## src/rtl/bp_pkg.sv

```systemverilog
// rtl/bp_pkg.sv - shared types and defaults for the branch predictor update scheduler
//
// Purpose: the update record carried from the execute lanes to the predictor,
// the scheduler state encoding and the default widths.
// Ports: none (package).

package bp_pkg;

  localparam int BP_PC_W     = 32;
  localparam int BP_IDX_BITS = 12;

  typedef enum logic {
    INIT = 1'b0,
    RUN  = 1'b1
  } bp_sched_state_e;

  // Reference layout of one queued update at the default PC width.
  typedef struct packed {
    logic [BP_PC_W-1:0] pc;
    logic               taken;
    logic               mispredict;
  } bp_upd_t;

endpackage

```

## src/rtl/bp_upd_fifo.sv

```systemverilog
// rtl/bp_upd_fifo.sv - two-write / one-read update queue with occupancy output
//
// Purpose: holds resolved-branch updates between acceptance and issue. When both
// write ports fire in the same cycle, data0 lands in the older slot.
// Ports:
//   clk, reset         clock, asynchronous active-high reset
//   clr_i              synchronous discard of all entries
//   push0_i, data0_i   first (older) write port
//   push1_i, data1_i   second (younger) write port
//   pop_i              remove head entry
//   head_o             current head entry
//   level_o            occupancy, 0..DEPTH
//   empty_o            occupancy is zero
// The caller guarantees no push beyond DEPTH and no pop when empty.

module bp_upd_fifo
  import bp_pkg::*;
#(
  parameter type entry_t = bp_upd_t,
  parameter int  DEPTH   = 4,
  localparam int PTR_W   = $clog2(DEPTH),
  localparam int LVL_W   = PTR_W + 1
) (
  input  logic             clk,
  input  logic             reset,
  input  logic             clr_i,
  input  logic             push0_i,
  input  entry_t           data0_i,
  input  logic             push1_i,
  input  entry_t           data1_i,
  input  logic             pop_i,
  output entry_t           head_o,
  output logic [LVL_W-1:0] level_o,
  output logic             empty_o
);

  entry_t           mem_q [DEPTH];
  logic [PTR_W-1:0] wr_ptr_q, wr_ptr_d;
  logic [PTR_W-1:0] rd_ptr_q, rd_ptr_d;
  logic [PTR_W-1:0] wr_ptr_nxt;
  logic [LVL_W-1:0] level_q, level_d;

  // DEPTH is a power of two, so pointer arithmetic wraps on its own.
  always_comb begin
    wr_ptr_nxt = wr_ptr_q + PTR_W'(1);
    wr_ptr_d   = wr_ptr_q + PTR_W'(push0_i) + PTR_W'(push1_i);
    rd_ptr_d   = rd_ptr_q + PTR_W'(pop_i);
    level_d    = level_q + LVL_W'(push0_i) + LVL_W'(push1_i) - LVL_W'(pop_i);
    if (clr_i) begin
      wr_ptr_d = '0;
      rd_ptr_d = '0;
      level_d  = '0;
    end
  end

  always_ff @(posedge clk or posedge reset) begin
    if (reset) begin
      wr_ptr_q <= '0;
      rd_ptr_q <= '0;
      level_q  <= '0;
    end else begin
      wr_ptr_q <= wr_ptr_d;
      rd_ptr_q <= rd_ptr_d;
      level_q  <= level_d;
    end
  end

  // Storage needs no reset: occupancy alone decides which slots are live.
  always_ff @(posedge clk) begin
    if (!clr_i) begin
      if (push0_i) begin
        mem_q[wr_ptr_q] <= data0_i;
      end
      if (push1_i) begin
        mem_q[push0_i ? wr_ptr_nxt : wr_ptr_q] <= data1_i;
      end
    end
  end

  assign head_o  = mem_q[rd_ptr_q];
  assign level_o = level_q;
  assign empty_o = (level_q == '0);

endmodule

```

## src/rtl/bp_update_sched.sv

```systemverilog
// rtl/bp_update_sched.sv - predictor table init sweep and two-lane update scheduler
//
// Purpose: after reset, writes every predictor table index once (one per cycle),
// then accepts resolved branches from two execute lanes into a small queue and
// issues at most one registered update per cycle to the predictor.
// Optional build macro: BP_UPD_STATS_EN adds update / mispredict counters.
// Ports:
//   clk, reset                      clock, asynchronous active-high reset
//   flush                           discard all queued updates (ignored during init)
//   req{0,1}_valid/_ready           lane handshake
//   req{0,1}_pc/_taken/_mispredict  lane payload
//   bp_update, bp_update_pc,
//   bp_taken, bp_mispredict         registered update to the predictor
//   bp_init_we, bp_init_idx         table init write strobe and index
//   bp_busy                         init sweep in progress, lookups must stall
//   fifo_level                      current queue occupancy
//   stat_updates, stat_mispredicts  (BP_UPD_STATS_EN only) issued update counts

module bp_update_sched
  import bp_pkg::*;
#(
  parameter int  PC_W       = BP_PC_W,
  parameter int  IDX_BITS   = BP_IDX_BITS,
  parameter int  FIFO_DEPTH = 4,
  localparam int LVL_W      = $clog2(FIFO_DEPTH) + 1
) (
  input  logic                clk,
  input  logic                reset,
  input  logic                flush,
  input  logic                req0_valid,
  output logic                req0_ready,
  input  logic [PC_W-1:0]     req0_pc,
  input  logic                req0_taken,
  input  logic                req0_mispredict,
  input  logic                req1_valid,
  output logic                req1_ready,
  input  logic [PC_W-1:0]     req1_pc,
  input  logic                req1_taken,
  input  logic                req1_mispredict,
  output logic                bp_update,
  output logic [PC_W-1:0]     bp_update_pc,
  output logic                bp_taken,
  output logic                bp_mispredict,
  output logic                bp_init_we,
  output logic [IDX_BITS-1:0] bp_init_idx,
  output logic                bp_busy,
  output logic [LVL_W-1:0]    fifo_level
`ifdef BP_UPD_STATS_EN
  ,
  output logic [31:0]         stat_updates,
  output logic [31:0]         stat_mispredicts
`endif
);

  // Same layout as bp_upd_t, sized to this instance's PC width.
  typedef struct packed {
    logic [PC_W-1:0] pc;
    logic            taken;
    logic            mispredict;
  } upd_t;

  bp_sched_state_e     state_q, state_d;
  logic [IDX_BITS-1:0] init_idx_q, init_idx_d;
  logic                rr_q, rr_d;

  logic                ready0, ready1;
  logic                push0, push1;
  logic                pop, clr;
  logic [LVL_W-1:0]    level;
  logic [LVL_W-1:0]    free;
  logic                fifo_empty;
  upd_t                wdata0, wdata1, head;

  logic                upd_q;
  logic [PC_W-1:0]     upd_pc_q;
  logic                upd_taken_q;
  logic                upd_mp_q;

  assign free   = LVL_W'(FIFO_DEPTH) - level;
  assign push0  = req0_valid & ready0;
  assign push1  = req1_valid & ready1;
  assign wdata0 = '{pc: req0_pc, taken: req0_taken, mispredict: req0_mispredict};
  assign wdata1 = '{pc: req1_pc, taken: req1_taken, mispredict: req1_mispredict};

  always_comb begin
    state_d    = state_q;
    init_idx_d = init_idx_q;
    rr_d       = rr_q;
    ready0     = 1'b0;
    ready1     = 1'b0;
    pop        = 1'b0;
    clr        = 1'b0;
    bp_init_we = 1'b0;
    bp_busy    = 1'b0;
    case (state_q)
      INIT: begin
        bp_init_we = 1'b1;
        bp_busy    = 1'b1;
        init_idx_d = init_idx_q + IDX_BITS'(1);
        if (init_idx_q == '1) begin
          state_d = RUN;
        end
      end
      RUN: begin
        if (flush) begin
          clr = 1'b1;
        end else begin
          // Readiness uses registered occupancy only; a same-cycle pop never
          // opens an extra slot.
          if (free >= LVL_W'(2)) begin
            ready0 = 1'b1;
            ready1 = 1'b1;
          end else if (free == LVL_W'(1)) begin
            if (req0_valid && req1_valid) begin
              ready0 = ~rr_q;
              ready1 = rr_q;
              rr_d   = ~rr_q;
            end else begin
              ready0 = req0_valid;
              ready1 = req1_valid;
            end
          end
          pop = ~fifo_empty;
        end
      end
      default: state_d = INIT;
    endcase
  end

  always_ff @(posedge clk or posedge reset) begin
    if (reset) begin
      state_q    <= INIT;
      init_idx_q <= '0;
      rr_q       <= 1'b0;
    end else begin
      state_q    <= state_d;
      init_idx_q <= init_idx_d;
      rr_q       <= rr_d;
    end
  end

  // Payload holds its last value when nothing is issued.
  always_ff @(posedge clk or posedge reset) begin
    if (reset) begin
      upd_q       <= 1'b0;
      upd_pc_q    <= '0;
      upd_taken_q <= 1'b0;
      upd_mp_q    <= 1'b0;
    end else begin
      upd_q <= pop;
      if (pop) begin
        upd_pc_q    <= head.pc;
        upd_taken_q <= head.taken;
        upd_mp_q    <= head.mispredict;
      end
    end
  end

  bp_upd_fifo #(
    .entry_t (upd_t),
    .DEPTH   (FIFO_DEPTH)
  ) u_fifo (
    .clk     (clk),
    .reset   (reset),
    .clr_i   (clr),
    .push0_i (push0),
    .data0_i (wdata0),
    .push1_i (push1),
    .data1_i (wdata1),
    .pop_i   (pop),
    .head_o  (head),
    .level_o (level),
    .empty_o (fifo_empty)
  );

`ifdef BP_UPD_STATS_EN
  logic [31:0] stat_upd_q;
  logic [31:0] stat_mp_q;

  always_ff @(posedge clk or posedge reset) begin
    if (reset) begin
      stat_upd_q <= '0;
      stat_mp_q  <= '0;
    end else begin
      if (upd_q) begin
        stat_upd_q <= stat_upd_q + 32'd1;
      end
      if (upd_q && upd_mp_q) begin
        stat_mp_q <= stat_mp_q + 32'd1;
      end
    end
  end

  assign stat_updates     = stat_upd_q;
  assign stat_mispredicts = stat_mp_q;
`endif

  assign req0_ready    = ready0;
  assign req1_ready    = ready1;
  assign bp_update     = upd_q;
  assign bp_update_pc  = upd_pc_q;
  assign bp_taken      = upd_taken_q;
  assign bp_mispredict = upd_mp_q;
  assign bp_init_idx   = init_idx_q;
  assign fifo_level    = level;

endmodule

```

## config.mk

```make
export PLATFORM = sky130hd
export DESIGN_NAME = bp_update_sched
export DESIGN_NICKNAME = d
export VERILOG_FILES = /design/src/rtl/bp_pkg.sv /design/src/rtl/bp_upd_fifo.sv /design/src/rtl/bp_update_sched.sv
export SDC_FILE = /design/constraint.sdc
export NUM_CORES = 1
export LEC_CHECK = 0
export CAP_MARGIN = 20
export CORE_MARGIN = 4
export CORE_UTILIZATION = 50
export DETAILED_ROUTE_END_ITERATION = 6
export GPL_ROUTABILITY_DRIVEN = 1
export PLACE_DENSITY = 0.77
export SYNTH_ARGS = -nofsm -noshare
export SYNTH_HDL_FRONTEND = slang
export SYNTH_HIERARCHICAL = 1
export SYNTH_SLANG_ARGS = --single-unit
```

## constraint.sdc

```tcl
create_clock -name clk -period 4.4 [get_ports clk]
set_clock_uncertainty 0.15 [all_clocks]
set_input_delay 0.88 -clock clk [delete_from_list [all_inputs] [get_ports clk]]
set_output_delay 0.88 -clock clk [all_outputs]
set_load 0.1 [all_outputs]
```

# Yosys cells after proc, flatten, opt, wreduce, memory -nomap -nowiden
# Memory sizes are Yosys's and may differ from the RTL's. A register that Yosys moved wholly into a read port is not among the register bits.
# Cells that the tools add are included.
dict set report totals {
  input_bits 73
  wordCells 56
  reg_bits 22
  mem_count 1
  mem_bits_rw 136
  output_inout_bits 54
}
dict set report classes {
  n_bitwise 6
  addsub 9
  n_mux 27
  n_lt_le_gt_ge 1
  reduce_logical 3
  n_eq_ne 2
}
# memory words width rd rd_clocked_by_memory_dff wr line
set memory_table {}
lappend memory_table {u_fifo.mem_q 4 34 1 1 2 bp_upd_fifo.sv:37} ;# entry_t mem_q [DEPTH];
# op count
set ops {}
lappend ops {{2-to-1 mux 1 bit} 23}
lappend ops {{adder 12 x 1 -> 12 bit, second input constant} 1}
lappend ops {{equality test 12 bit, second input constant} 1}
lappend ops {{adder 2 x 1 -> 2 bit} 3}
lappend ops {{adder 3 x 1 -> 3 bit} 2}
lappend ops {{2-to-1 mux 2 bit} 3}
lappend ops {{AND reduction 5 bit} 1}
lappend ops {{inverter 1 bit} 4}
lappend ops {{equality test 3 x 1 -> 1 bit, second input constant} 1}
lappend ops {{>= comparator 3 x 2 -> 1 bit, second input constant} 1}
lappend ops {{zero test 3 bit} 1}
lappend ops {{2-to-1 mux 3 bit} 1}
lappend ops {{subtractor 3 x 1 -> 3 bit} 1}
lappend ops {{subtractor 3 bit, first input constant} 1}
lappend ops {{adder 2 x 1 -> 2 bit, second input constant} 1}
lappend ops {{AND 1 bit} 2}
lappend ops {{logical AND 1 bit} 1}

# Longest topological paths before layout
dict set report depth {
  depth_word 11
  depth_mapped 11
  mapped_depth_nobuf 11
}

# Hierarchy
# The synthesis kept the hierarchy.
# mod area_each_um2 seq_area_each_um2 n_inst cells_per_inst
set modules_own_cells {}
lappend modules_own_cells {bp_upd_fifo 7194.4 4259.1 1 393}
lappend modules_own_cells {bp_update_sched 2245.9 1226.2 1 149}

# Least setup slack after synthesis
# OpenSTA, ideal clock, no wires.
dict set report synth_path {
  kind {reg-to-reg}
  startpoint {register u_fifo.level_q[0] (netlist: u_fifo/level_o[0])}
  endpoint {memory u_fifo/mem_q[0][0] (netlist name), enable pin}
  arrival_time_ns 4.369
  stages_incl_launch_ff 9
  path_buffers 0
  setup_slack_ns -0.556
  required_time_ns 3.814
  setup_time_ns 0.436
  synth_period_minus_slack_ns 4.956
  cell_sequence {dfrtp_1 -> inv_1 -> ha_1 -> xor2_1 -> a311oi_1 -> nor3b_1 -> nor3b_1 -> nand2_1 -> a21oi_1}
}
# item line
set synth_rtl {}
lappend synth_rtl {{start, declared} bp_upd_fifo.sv:41} ;# logic [LVL_W-1:0] level_q, level_d;
lappend synth_rtl {{start signal, assigned} bp_upd_fifo.sv:64} ;# level_q <= level_d;
lappend synth_rtl {{end, declared} bp_upd_fifo.sv:37}

==> impl_metrics.env <==
export IMPL_dieArea_um2=21100
export IMPL_synth_top_family_by_area="multiplexers"
export IMPL_fin_tns_setup_ns=0
export IMPL_io_pins=127
export IMPL_ctsHtreeMaxLevel=4
export IMPL_hold_depth=1
export IMPL_antenna_found_initial=0
export IMPL_globalRouteTotalUtil=0.200
export IMPL_critical_path_arrival_ns=3.64
export IMPL_cts_made_buffers=17
export IMPL_ys_types=49
export IMPL_outcome="completed"
export IMPL_max_clock_path_buffers=2
export IMPL_swShare=0.213
export IMPL_fin_crit_sh=0.823
export IMPL_max_slew_worst_pin_slew_ns=1.03
export IMPL_yosysSeqAreaShare=0.581
export IMPL_avgRoutedWirePerCell_um=22.5
export IMPL_hold_class="register to register"
export IMPL_cp_start_kind="register"
export IMPL_post_synth_fa_ha_maj_area_fraction=0.0196
export IMPL_hpwl_mm=13.0
export IMPL_peakVddDrop_mv=0.233
export IMPL_fmax_mhz=276
export IMPL_area_delta_synth_final_pct=22.3
export IMPL_synth_edf_count=136
export IMPL_synth_top_flop_cell="edfxtp_1"
export IMPL_period_minus_slack_ns=3.62
export IMPL_io_buffers=126
export IMPL_async_flop_share=0.292
export IMPL_drt_iter0_markers=356
export IMPL_ant_nets=0
export IMPL_power_internal_mw=2.90
export IMPL_clk_pin_slew_ns=0.07
export IMPL_clkPwrFrac=0.429
export IMPL_p_leak_nw=4.19
export IMPL_drv_cap=0
export IMPL_syn_inst=542
export IMPL_rows=49
export IMPL_clockRootBuffer="clkbuf_16"
export IMPL_criticalPathCategory="register to register"
export IMPL_cts_resized=0
export IMPL_grt_overflow_total=0
export IMPL_relSlewSlack=0.314
export IMPL_synth_xor_area_share=0.0158
export IMPL_avgViaCountPerCell=5.78
export IMPL_critical_path_max_fanout=22
export IMPL_p_sw_mw=0.784
export IMPL_synth_seq_cells=192
export IMPL_nNetsFinal=762
export IMPL_synth_compound_area_frac=0.0131
export IMPL_first_pass_iters=5
export IMPL_post_cts_setup_buffer_count=0
export IMPL_powerDensity_nw_per_um2=319
export IMPL_cp_required_ns=4.42
export IMPL_routed_wl_mm=20.6
export IMPL_num_vias=5308
export IMPL_power_total_mw=3.68
export IMPL_grt_max_degree=37
export IMPL_post_synth_cell_area_avg_um2=17.4
export IMPL_first_global_vias=5810
export IMPL_initial_core_util=0.517
export IMPL_slew_viol_final=0
export IMPL_die_width_um=145
export IMPL_drive_gt1_frac=0.388
export IMPL_mostFrequentLayoutCells="edfxtp_1, mux2_2, clkdlybuf4s50_1"
export IMPL_coreArea_um2=18300
export IMPL_seq_power_share=0.526
export IMPL_clk_latency_ns=0.43
export IMPL_synthMuxAreaShare=0.297
export IMPL_grt_pass1_wl_mm=33.1
export IMPL_hold_viol=0
export IMPL_finalNonFillerCells=918
export IMPL_rsz0062_at_grt="false"
export IMPL_gp_congestion=0.762
export IMPL_post_route_drc_count=0
export IMPL_combPwrFrac=0.044
export IMPL_syn_nets=628
export IMPL_hold_buffers=0
export IMPL_fin_util=0.632
export IMPL_yosys_area_share_simple=0.0423
export IMPL_cts_tree="done"
export IMPL_ys_warn_count=6
export IMPL_antennaDiodeCount=0
export IMPL_die_h_um=145
export IMPL_placedCellCount=886
export IMPL_syn_area_um2=9440
export IMPL_finalSetupViolations=0
export IMPL_crit_path_end_kind="register"
export IMPL_cts_sinks=192
export IMPL_r2r_cells=10
export IMPL_layout_commonest_cell="edfxtp_1"
## flip-flops by register name, indices dropped and copies added (netlist names)
register and count:
bp_init_idx 12, bp_mispredict 1, bp_taken 1, bp_update 1, bp_update_pc 32, rr_q 1, state_q 1, u_fifo/level_o 3
u_fifo/mem_q 136, u_fifo/rd_ptr_q 2, u_fifo/wr_ptr_q 2
## Yosys cell counts (7+ instances only)
library cell,count,share of area
inv_1,10,0.0040
nand2_1,9,0.0036
dfrtp_1,56,0.15
xnor2_1,10,0.0093
edfxtp_1,136,0.43
mux2_2,133,0.16
xor2_1,7,0.0065
nor2_1,9,0.0036
ha_1,10,0.013
buf_2,7,0.0037
mux4_2,34,0.081
mux2_4,29,0.046
mux2_1,9,0.011
buf_6,10,0.012
## stage by stage
stage	hold WS [ns]	setup WS [ns]	area (um^2)
after global routing	0.373	0.582	11500
after floorplan	0.304	0.117	9450
after global placement	0.323	0.545	10900
after detailed placement	0.346	0.427	10900
final	0.362	0.778	11500
after CTS	0.364	0.723	11500
## cell type report
cell class                 instances  area (um^2)
fill                            1328         6730
sequential                       192         5490
multi-input combinational        311         3710
timing repair buffer             144         1420
clock buffer                      17          425
tap                              229          287
clock inverter                    15          174
inverter                          10         37.5
## power groups by stage
| stage | clock network [mW] | registers (mW) | logic [mW] |
|---|---|---|---|
| floorplan | 0 | 1.98 | 0.0627 |
| global placement | 0 | 1.98 | 0.156 |
| detailed placement | 0 | 1.98 | 0.163 |
| CTS | 1.61 | 1.94 | 0.165 |
| global route | 1.69 | 1.94 | 0.179 |
| finish | 1.58 | 1.94 | 0.163 |
## worst paths after layout
path / end / slack [ns] / startpoint
max: u_fifo/mem_q[2][29]$_DFFE_PP_ / 0.78 / u_fifo/level_o[1]$_DFF_PP0_
min: bp_update_pc[17]$_DFFE_PP0P_ / 0.36 / bp_update_pc[17]$_DFFE_PP0P_
max reg2reg: u_fifo/mem_q[2][29]$_DFFE_PP_ / 0.78 / u_fifo/level_o[1]$_DFF_PP0_
min reg2reg: bp_update_pc[17]$_DFFE_PP0P_ / 0.36 / bp_update_pc[17]$_DFFE_PP0P_
max in group asynchronous: bp_update_pc[27]$_DFFE_PP0P_ / 2.56 / reset
min in group asynchronous: u_fifo/wr_ptr_q[1]$_DFF_PP0_ / 0.60 / reset
## cell families after synthesis
group	after synthesis
AO/OA/AOI/OAI	16
XOR/XNOR	17
adder cells (fa/ha/maj)	13
buffers and inverters	39
flip-flops	192
multiplexers	205
AND/OR/NAND/NOR	60
## layer usage
layer,track usage,wire (um),vias to the layer above
met5,0,0,-
met1,0.264,8890,2762
met4,0.0418,172,0
met2,0.335,10300,159
li1,-,-,2373
met3,0.0542,1290,14
## critical path, cell delays in order (launching register included)
cell     delay (ns)
dfrtp_1        0.52
inv_1          0.09
ha_1           0.27
or2_1          0.25
nor2_1         0.15
a21oi_1        0.11
buf_4          0.20
and3_1         0.18
o21ai_4        0.76
buf_4          0.32
mux2_2         0.35
(Power assumes the default switching activity.)
